$ cat config.mk
export PLATFORM = sky130hd
export DESIGN_NAME = load_updown_counter
export DESIGN_NICKNAME = d
export VERILOG_FILES = /design/src/rtl/load_updown_counter.sv
export SDC_FILE = /design/constraint.sdc
export NUM_CORES = 1
export LEC_CHECK = 0
export CORE_MARGIN = 2
export CORE_UTILIZATION = 41
export DETAILED_ROUTE_END_ITERATION = 10
export HOLD_SLACK_MARGIN = 0.02
export PLACE_DENSITY = 0.69
export REMOVE_ABC_BUFFERS = 1
export SYNTH_ARGS = -nofsm -noshare
export SYNTH_HDL_FRONTEND = slang
export SYNTH_SLANG_ARGS = --single-unit
$ cat constraint.sdc
create_clock -name clk -period 2.5 [get_ports clk]
set_input_delay 0.5 -clock clk [delete_from_list [all_inputs] [get_ports clk]]
set_output_delay 0.5 -clock clk [all_outputs]
set_load 0.02 [all_outputs]
$ cat src/rtl/load_updown_counter.sv
// rtl/load_updown_counter.sv - loadable modulo up/down counter with clock-enable prescaler
// Optional saturation mode: define LOAD_UPDOWN_COUNTER_SAT_EN to add the sat input.
module load_updown_counter #(
   parameter int          WIDTH    = 8,
   parameter int unsigned MAX_VAL  = (2**WIDTH) - 1,
   parameter int          PRESCALE = 1
) (
   input  logic             clk,
   input  logic             rst,
   input  logic             load,
   input  logic [WIDTH-1:0] data_in,
   input  logic             en,
   input  logic             up_dn,
`ifdef LOAD_UPDOWN_COUNTER_SAT_EN
   input  logic             sat,
`endif
   output logic [WIDTH-1:0] q,
   output logic             tc,
   output logic             wrap
);

   localparam int             PW       = (PRESCALE > 1) ? $clog2(PRESCALE) : 1;
   localparam logic [WIDTH-1:0] MAX_W  = MAX_VAL[WIDTH-1:0];
   localparam logic [PW-1:0]  PRE_LAST = PW'(PRESCALE - 1);

   logic [WIDTH-1:0] cnt_q, cnt_d;
   logic [PW-1:0]    pre_q, pre_d;
   logic             wrap_q, wrap_d;
   logic             pre_last;
   logic             at_top;
   logic             at_bottom;

   assign pre_last  = (pre_q == PRE_LAST);
   assign at_top    = (cnt_q == MAX_W);
   assign at_bottom = (cnt_q == '0);

   always_ff @(posedge clk or negedge rst) begin
      if (!rst) begin
         cnt_q  <= '0;
         pre_q  <= '0;
         wrap_q <= 1'b0;
      end else begin
         cnt_q  <= cnt_d;
         pre_q  <= pre_d;
         wrap_q <= wrap_d;
      end
   end

   always_comb begin
      cnt_d  = cnt_q;
      pre_d  = pre_q;
      wrap_d = 1'b0;
      if (load) begin
         cnt_d = (data_in > MAX_W) ? MAX_W : data_in;
         pre_d = '0;
      end else if (en) begin
         pre_d = pre_last ? '0 : pre_q + PW'(1);
         if (pre_last) begin
            // Out-of-range values (q > MAX_VAL) recover to 0 going up, MAX_VAL going down.
            if (up_dn) begin
               cnt_d  = (cnt_q >= MAX_W) ? '0 : cnt_q + WIDTH'(1);
               wrap_d = at_top;
            end else begin
               cnt_d  = (at_bottom || cnt_q > MAX_W) ? MAX_W : cnt_q - WIDTH'(1);
               wrap_d = at_bottom;
            end
`ifdef LOAD_UPDOWN_COUNTER_SAT_EN
            if (sat && (up_dn ? at_top : at_bottom)) begin
               cnt_d  = cnt_q;
               wrap_d = 1'b0;
            end
`endif
         end
      end
   end

   assign q    = cnt_q;
   assign wrap = wrap_q;
   assign tc   = up_dn ? at_top : at_bottom;

endmodule

[Word-level counts from Yosys, hierarchy flattened]
Cells that the tools add are included.
Word-level totals
  flip-flop bits (word level): 10
  output and inout bits: 10
  word-level logic and storage cells: 29
Operators by class
  add/sub/neg operators: 3
  order comparisons: 3
  equality and inequality tests: 2
  multiplexer cells: 14
  reduce and logical (&&, ||, !) cells: 4
Operators by type and width (count)
  8-bit 2-to-1 mux: 7
  8-bit greater-than comparator (second input constant): 2
  8-bit by 1-bit adder with 8-bit output (second input constant): 1
  8-bit == test (second input constant): 1
  8-bit greater-or-equal comparator (second input constant): 1
  8-bit zero test: 1
  8-bit by 1-bit subtractor with 8-bit output (second input constant): 1
  1-bit 2-to-1 mux: 7
  2-bit inequality test (second input constant): 1
  2-bit AND reduction: 1
  2-bit nonzero test: 1
  1-bit adder (second input constant): 1
  1-bit logical OR: 1

[Logic depth before layout (Yosys ltp)]
Gate-level depths: netlist of run 1.
  depth in word-level cells: 7
  gate-level depth with buffers: 6
  depth with buffers taken out: 6

[Worst setup path after synthesis of run 1]
Ideal clock, no wire load.
  path type: reg2out
  start point: register cnt_q[0], in the netlist q[0]
  end point: output port tc
  arrival: 1.460 ns
  setup slack: 0.540 ns
  stages on the path, launching flop included: 7
  buffers on the path: 0
  cell sequence: dfrtp_1 inv_1 ha_1 nor4b_4 and2_1 nand2b_1 nand2_1
On the way
  cells in the longest elaborated chain, start to end: 2
  elaborated cells between the ends (all ways): 3
  those cells by class: 1 x eq/ne; 1 x mux; 1 x reduce/logical
RTL lines
  start, declared: line 26  | logic [WIDTH-1:0] cnt_q, cnt_d;
  start signal, assigned: line 43  | cnt_q <= cnt_d;
  8-bit == test or 8-bit zero test (tied branches): line 34, 35
  1-bit 2-to-1 mux *: line 79  | assign tc = up_dn ? at_top : at_bottom;
  end, declared: line 18  | output logic tc,
Mark *: on every way between the ends. The rest lies on a longest branch, timed or not.

[Worst setup path in the final report of run 1]
Ends and elaborated chain as after synthesis.

==> results of run 1 <==
power by group through the flow:
stage / logic, uW / clock network, uW / registers [uW]
after floorplan: 104 / 0 / 219
after global placement: 262 / 0 / 183
after detailed placement: 264 / 0 / 184
after CTS: 265 / 125 / 181
after global routing: 290 / 141 / 184
final: 265 / 129 / 181
final timing paths:
kind / startpoint / end / slack (ns) / depth (start not counted)
worst max-delay path: q[0]$_DFFE_PN0P_ / tc / 0.21 / 7
min in group clk: q[1]$_DFFE_PN0P_ / q[1]$_DFFE_PN0P_ / 0.72 / 3
worst min register to register: q[1]$_DFFE_PN0P_ / q[1]$_DFFE_PN0P_ / 0.72 / 3
worst min-delay path: rst / q[2]$_DFFE_PN0P_ / 0.55 / 1
max in group asynchronous: rst / q[5]$_DFFE_PN0P_ / 1.62 / 1
worst max register to register: q[0]$_DFFE_PN0P_ / q[6]$_DFFE_PN0P_ / 0.78 / 7
state kept, by name, indices dropped and copies added, names as in the netlist:
| signal | count |
|---|---|
| q | 8 |
| wrap | 1 |
metrics by stage:
stage / std cells / instance area, um^2 / hold slack (ns)
floorplan: 104 / 842.1 / 0.2044
global placement: 165 / 1180 / 0.6919
detailed placement: 165 / 1180 / 0.7051
CTS: 169 / 1205 / 0.5738
global route: 169 / 1204 / 0.5732
finish: 169 / 1204 / 0.5504
synthesized netlist by cell type (all sizes together) (2+ instances only):
master	instances	share of area [%]
a21oi	9	4.9
nor2	12	4.9
dfrtp	9	25
and3	3	2.6
nand2b	4	2.7
inv	6	2.5
o211ai	2	1.6
mux2i	2	2.2
nand2	10	4.1
ha	3	4.1
nor3	3	1.6
o21a	2	1.6
nand3	5	2.7
a32o	2	2.2
clkbuf	2	0.82
buf	8	7.2
nor2b	2	1.4
and2	2	1.4
o21ai	7	3.8
per-layer routing:
layer	wire (um)	vias to the layer above
li1	-	468
met1	1137	430
met2	1138	37
met3	153	7
met4	46	0
met5	0	-
what timing repair did:
action                                  4_1_cts  5_1_grt
endpoints found under the setup margin        1        1
resized for setup                             1        3
cloned                                        0        0
cell type report:
type                       count  area share [%]
sequential                     9           18.71
multi-input combinational     89           49.58
inverter                       6           1.871
timing repair buffer          33           24.74
clock buffer                   4           2.183
tap                           28           2.911
cells by family after synthesis:
family	count (synthesis)	share of synthesized area [%]
buffers and inverters	16	10.52
adders and majority gates	3	4.099
DFF	9	24.59
and+or+nand+nor	47	29.64
muxes	3	3.415
AOI/OAI and AO/OA	35	26.78
xor gates and xnor gates	1	0.9565
==> metrics.md, run 1 <==
| Metric | Value |
|---|---|
| Status | finished, final reports clean |
| Vias per inst | 5.574 |
| Slew Viols, Final | 0 |
| Global route overflow | 0 |
| Crit. End Element | output pin |
| Clk_skew | 0.0006221 ns |
| Setup Viol. Count Final | 0 |
| CP Cell Sequence | inv_1 > ha_1 > nor4b_4 > and2_4 > nand2b_1 > nand2_1 > clkbuf_2 |
| Rows | 17 |
| Sequential Area | 225.2 um^2 |
| Crit path buffers/inverters | 2 |
| PortBufs | 22 |
| Vias in the first global route | 886 |
| Hold Crit Class | in2async |
| Largest net degree at the start of global routing | 16 |
| # fillers | 222 |
| Sw Share | 39.01% |
| End-of-flow core utilization | 55.48% |
| Global placer's final weighted congestion | 0.8687 |
| Root Buffer | clkbuf_4 |
| DR pass1 iterations | 4 |
| Area Growth Syn to Fin | 31.42% |
| Period minus WS final | 2.292 ns |
| Cell variety after synth | 43 |
| Clk sink count | 9 |
| Startpoint types | flip-flop |
| CTS tree | built |
| Power Density | 478.1 nW/um^2 |
| Crit Path Max Fanout | 4 |
| Cells after Synth | 114 |
| Max VDD drop | 0.0002970 V |
| Busiest grt layer | met2 |
| Most frequent cells in the layout | clkdlybuf4s50_1 (21), nor2_1 (12), buf_4 (11) |
| Worst slew margin | 67.31% |
| Die H | 51.27 um |
| Crit path arrival time | 1.79 ns |
| Top achievable clock speed | 0.4363 GHz |
| Drt wl/cell | 14.64 um |
| Synthesis-stage register bit count | 9 |
| Setup ws final | 0.2079 ns |
| Initial Utilization | 42.21% |
| Pwr Total | 575.5 uW |
| Share of flip-flops with an asynchronous set or reset | 100.0% |
| P_int | 351.0 uW |
| YS warnings | 0 |
| Max-Cap Viols | 0 |
| Worst path required time | 2.00 ns |
| Global-route usage over all layers | 20.95% |
| Commonest non-fill, non-tap cell in the layout | clkdlybuf4s50_1 |
| Worst path max stage delay | 0.40 ns |
| Final Hold Fails | 0 |
| Sequential share of power | 31.5% |
| Comb power frac | 46.0% |
| Met2 usage | 31.82% |
| Worst-skew pair later-pin latency | 0.27 ns |
| Lkg Pwr | 0.0004987 uW |
| Worst-Margin Slew | 0.4888 ns |
| Core area | 2170 um^2 |
| Sequential area share after synthesis | 24.59% |
| First-pass GRT wire length | 4105 um |
| Crit path max-delay family | simple AND/OR/NAND/NOR gates |
| Total Wirelength | 2475 um |
| H-tree levels | 1 |
| Antenna violations before repair | 0 |
| NetSw | 224.5 uW |
| Hold-fix buffers, CTS | 0 |
| DP HPWL | 1787 um |
| Final-stage net count | 158 |
| Grt met3 use | 4.386% |
| Routed Antenna Nets | 0 |
| Clock power frac | 22.4% |
| Ports | 23 |
| Full die area | 2628 um^2 |
| Synth Cell Area | 915.9 um^2 |
| Multi-input gate area | 596.8 um^2 |
| Clock buffer depth | 2 |
| Setup TNS | 0 ns |
| Number of diodes | 0 |
| Post-synth EDFFs | 0 |
| DRC Markers | 0 |
| Final Cycle Share | 91.69% |
| Via count | 942 |
| Setup bufs post-CTS | 0 |
| Layout cell share with drive strength beyond 1 | 15.60% |
| Die Wd | 51.27 um |
| Post-placement setup slack | 0.07254 ns |
| Top FF cell, synth | dfrtp_1 |
| Clock slew at the register clock pins of the worst setup and hold paths | 0.08 ns |
| Grt met1 use | 28.70% |
| Initial DRC count | 41 |
| Slowest CP cell | dfrtp_1 |
| RSZ-0062 raised after global routing | no |
| Total CTS buffers | 3 |
| Kind of critical path | reg2out |
| Syn_area_per_cell | 8.034 um^2 |
No activity file was read; power rests on OpenSTA's default activity.
==> run 2, diff against run 1 <==
SLEW_MARGIN = 10   (was default)
==> results of run 2 <==
No change in the layout: final DEF, timing and power equal those of run 1.
==> run 3, diff against run 2 <==
PLACE_DENSITY = 0.7   (was 0.69)
==> metrics.md, run 3 (synthesis gave the netlist of run 1 again) <==
| Metric | Value |
|---|---|
| Status | finished, final reports clean |
| Drt wl/cell | 14.94 um (+2.0%) |
| CTS tree | built |
| Die Wd | 51.27 um (unchanged) |
| DR pass1 iterations | 4 (unchanged) |
| Global-route usage over all layers | 20.86% (-0.087 points) |
| Startpoint types | flip-flop |
| Power Density | 469.3 nW/um^2 (-1.9%) |
| Post-placement setup slack | 0.07579 ns (+0.003257 ns) |
| Root Buffer | clkbuf_4 |
| Crit Path Max Fanout | 4 (unchanged) |
| Number of diodes | 0 (unchanged) |
| Area Growth Syn to Fin | 32.24% |
| Initial Utilization | 42.21% (unchanged) |
| RSZ-0062 raised after global routing | no |
| Total CTS buffers | 3 (unchanged) |
| Global placer's final weighted congestion | 0.9447 (+8.7%) |
| Top achievable clock speed | 0.4428 GHz (+1.5%) |
| Worst-skew pair later-pin latency | 0.26 ns (about the same) |
| CP Cell Sequence | inv_1 > ha_1 > nor4b_4 > and2_4 > nand2b_1 > nand2_1 > clkbuf_2 |
| Clock buffer depth | 2 (unchanged) |
| Most frequent cells in the layout | clkdlybuf4s50_1 (21), nor2_1 (12), buf_4 (12) |
| Via count | 994 (+5.5%) |
| Vias per inst | 5.847 (+4.9%) |
| Routed Antenna Nets | 0 (unchanged) |
| Global route overflow | 0 (unchanged) |
| Layout cell share with drive strength beyond 1 | 16.20% (+0.59 points) |
| Full die area | 2628 um^2 (unchanged) |
| Period minus WS final | 2.258 ns (-0.03381 ns) |
| Crit. End Element | output pin |
| Max FFs per register | 8 (unchanged) |
| Initial DRC count | 47 (+15%) |
| Ports | 23 (unchanged) |
| Final Hold Fails | 0 (unchanged) |
| Worst path max stage delay | 0.37 ns (-0.03 ns) |
| PortBufs | 22 (unchanged) |
| Max-Cap Viols | 0 (unchanged) |
| Antenna violations before repair | 0 (unchanged) |
| DRC Markers | 0 (unchanged) |
| Hold Crit Class | in2async |
| Core area | 2170 um^2 (unchanged) |
| Worst slew margin | 68.80% (+1.5 points) |
| Final-stage net count | 159 (+0.63%) |
| Commonest non-fill, non-tap cell in the layout | clkdlybuf4s50_1 |
| Rows | 17 (unchanged) |
| Worst-Margin Slew | 0.4665 ns (-0.02233 ns) |
| Worst path required time | 2.00 ns (about the same) |
| Sequential Area | 225.2 um^2 (unchanged) |
| Slowest CP cell | dfrtp_1 |
| H-tree levels | 1 (unchanged) |
| Setup ws final | 0.2417 ns (+0.03382 ns) |
| Vias in the first global route | 881 (-0.56%) |
| Multi-input gate area | 596.8 um^2 (unchanged) |
| DP HPWL | 1891 um (+5.8%) |
| Clk sink count | 9 (unchanged) |
| Final Cycle Share | 90.33% (-1.4 points) |
| Slew Viols, Final | 0 (unchanged) |
| Kind of critical path | reg2out |
| Largest net degree at the start of global routing | 17 (+1) |
| Lkg Pwr | 0.0005041 uW (+1.1%) |
| Die H | 51.27 um (unchanged) |
| Crit path arrival time | 1.76 ns (-0.03 ns) |
| First-pass GRT wire length | 4077 um (-0.68%) |
| Total Wirelength | 2539 um (+2.6%) |
| # fillers | 221 (-0.45%) |
| Clk_skew | 0.001664 ns (+0.001042 ns) |
| Setup Viol. Count Final | 0 (unchanged) |
| Clock slew at the register clock pins of the worst setup and hold paths | 0.07 ns (about the same) |
| Max VDD drop | 0.0002877 V (-3.1%) |
| Setup TNS | 0 ns (unchanged) |
run 3: path summary, 6_finish.rpt:
kind	slack, ns	end	cells past startpoint	startpoint
max	0.24	tc	7	q[0]$_DFFE_PN0P_
min in group clk	0.71	q[1]$_DFFE_PN0P_	3	q[1]$_DFFE_PN0P_
min reg2reg	0.71	q[1]$_DFFE_PN0P_	3	q[1]$_DFFE_PN0P_
min	0.55	q[5]$_DFFE_PN0P_	1	rst
max reg2reg	0.81	q[6]$_DFFE_PN0P_	7	q[0]$_DFFE_PN0P_
max in group asynchronous	1.63	wrap$_DFF_PN0_	1	rst
run 3: area by class of cell:
cell class,instances,share of cell area (%)
multi-input cells,89,49.28
repair buffers,34,25.21
flip-flops and latches,9,18.60
well taps,28,2.893
clock buffers,4,2.169
inverters,6,1.860
run 3: through the flow:
stage	utilization, %	hold WS, ns	cell area [um^2]	std cells	power, uW
after floorplan	-	0.2044	842.1	104	322.6
after global placement	54.38	0.6821	1180	165	442.8
after detailed placement	54.38	0.6945	1180	165	445.9
after CTS	55.54	0.5678	1205	169	568.0
after global routing	55.82	0.5914	1211	170	600.6
final	55.82	0.5523	1211	170	568.3
run 3: power by group:
part           internal [uW]  switching, uW  leakage [uW]
logic                    129            138      0.000379
registers                161           20.3      0.000110
clock network           61.7           58.5     0.0000150
total                    352            217      0.000504
run 3: layer usage:
metal | up-vias | wire length [um] | global-route usage [%]
met5 | - | 0 | 0
met4 | 0 | 53 | 7.895
met3 | 11 | 192 | 3.216
met2 | 59 | 1207 | 32.90
met1 | 456 | 1087 | 28.60
li1 | 468 | - | -
run 3: repair_timing:
| action | CTS | global route |
|---|---|---|
| hold buffers | 0 | 0 |
| setup endpoints to repair | 1 | 1 |
| resized for setup | 1 | 3 |
| cloned | 0 | 0 |
| setup buffers | 0 | 1 |
run 3: critical path: cells and delay by family, from the launching register on:
kind | cells | cell delay, ns
flip-flops | 1 | 0.37
AND/OR/NAND/NOR | 4 | 0.64
buffers and inverters | 2 | 0.27
adder cells (fa/ha/maj) | 1 | 0.21
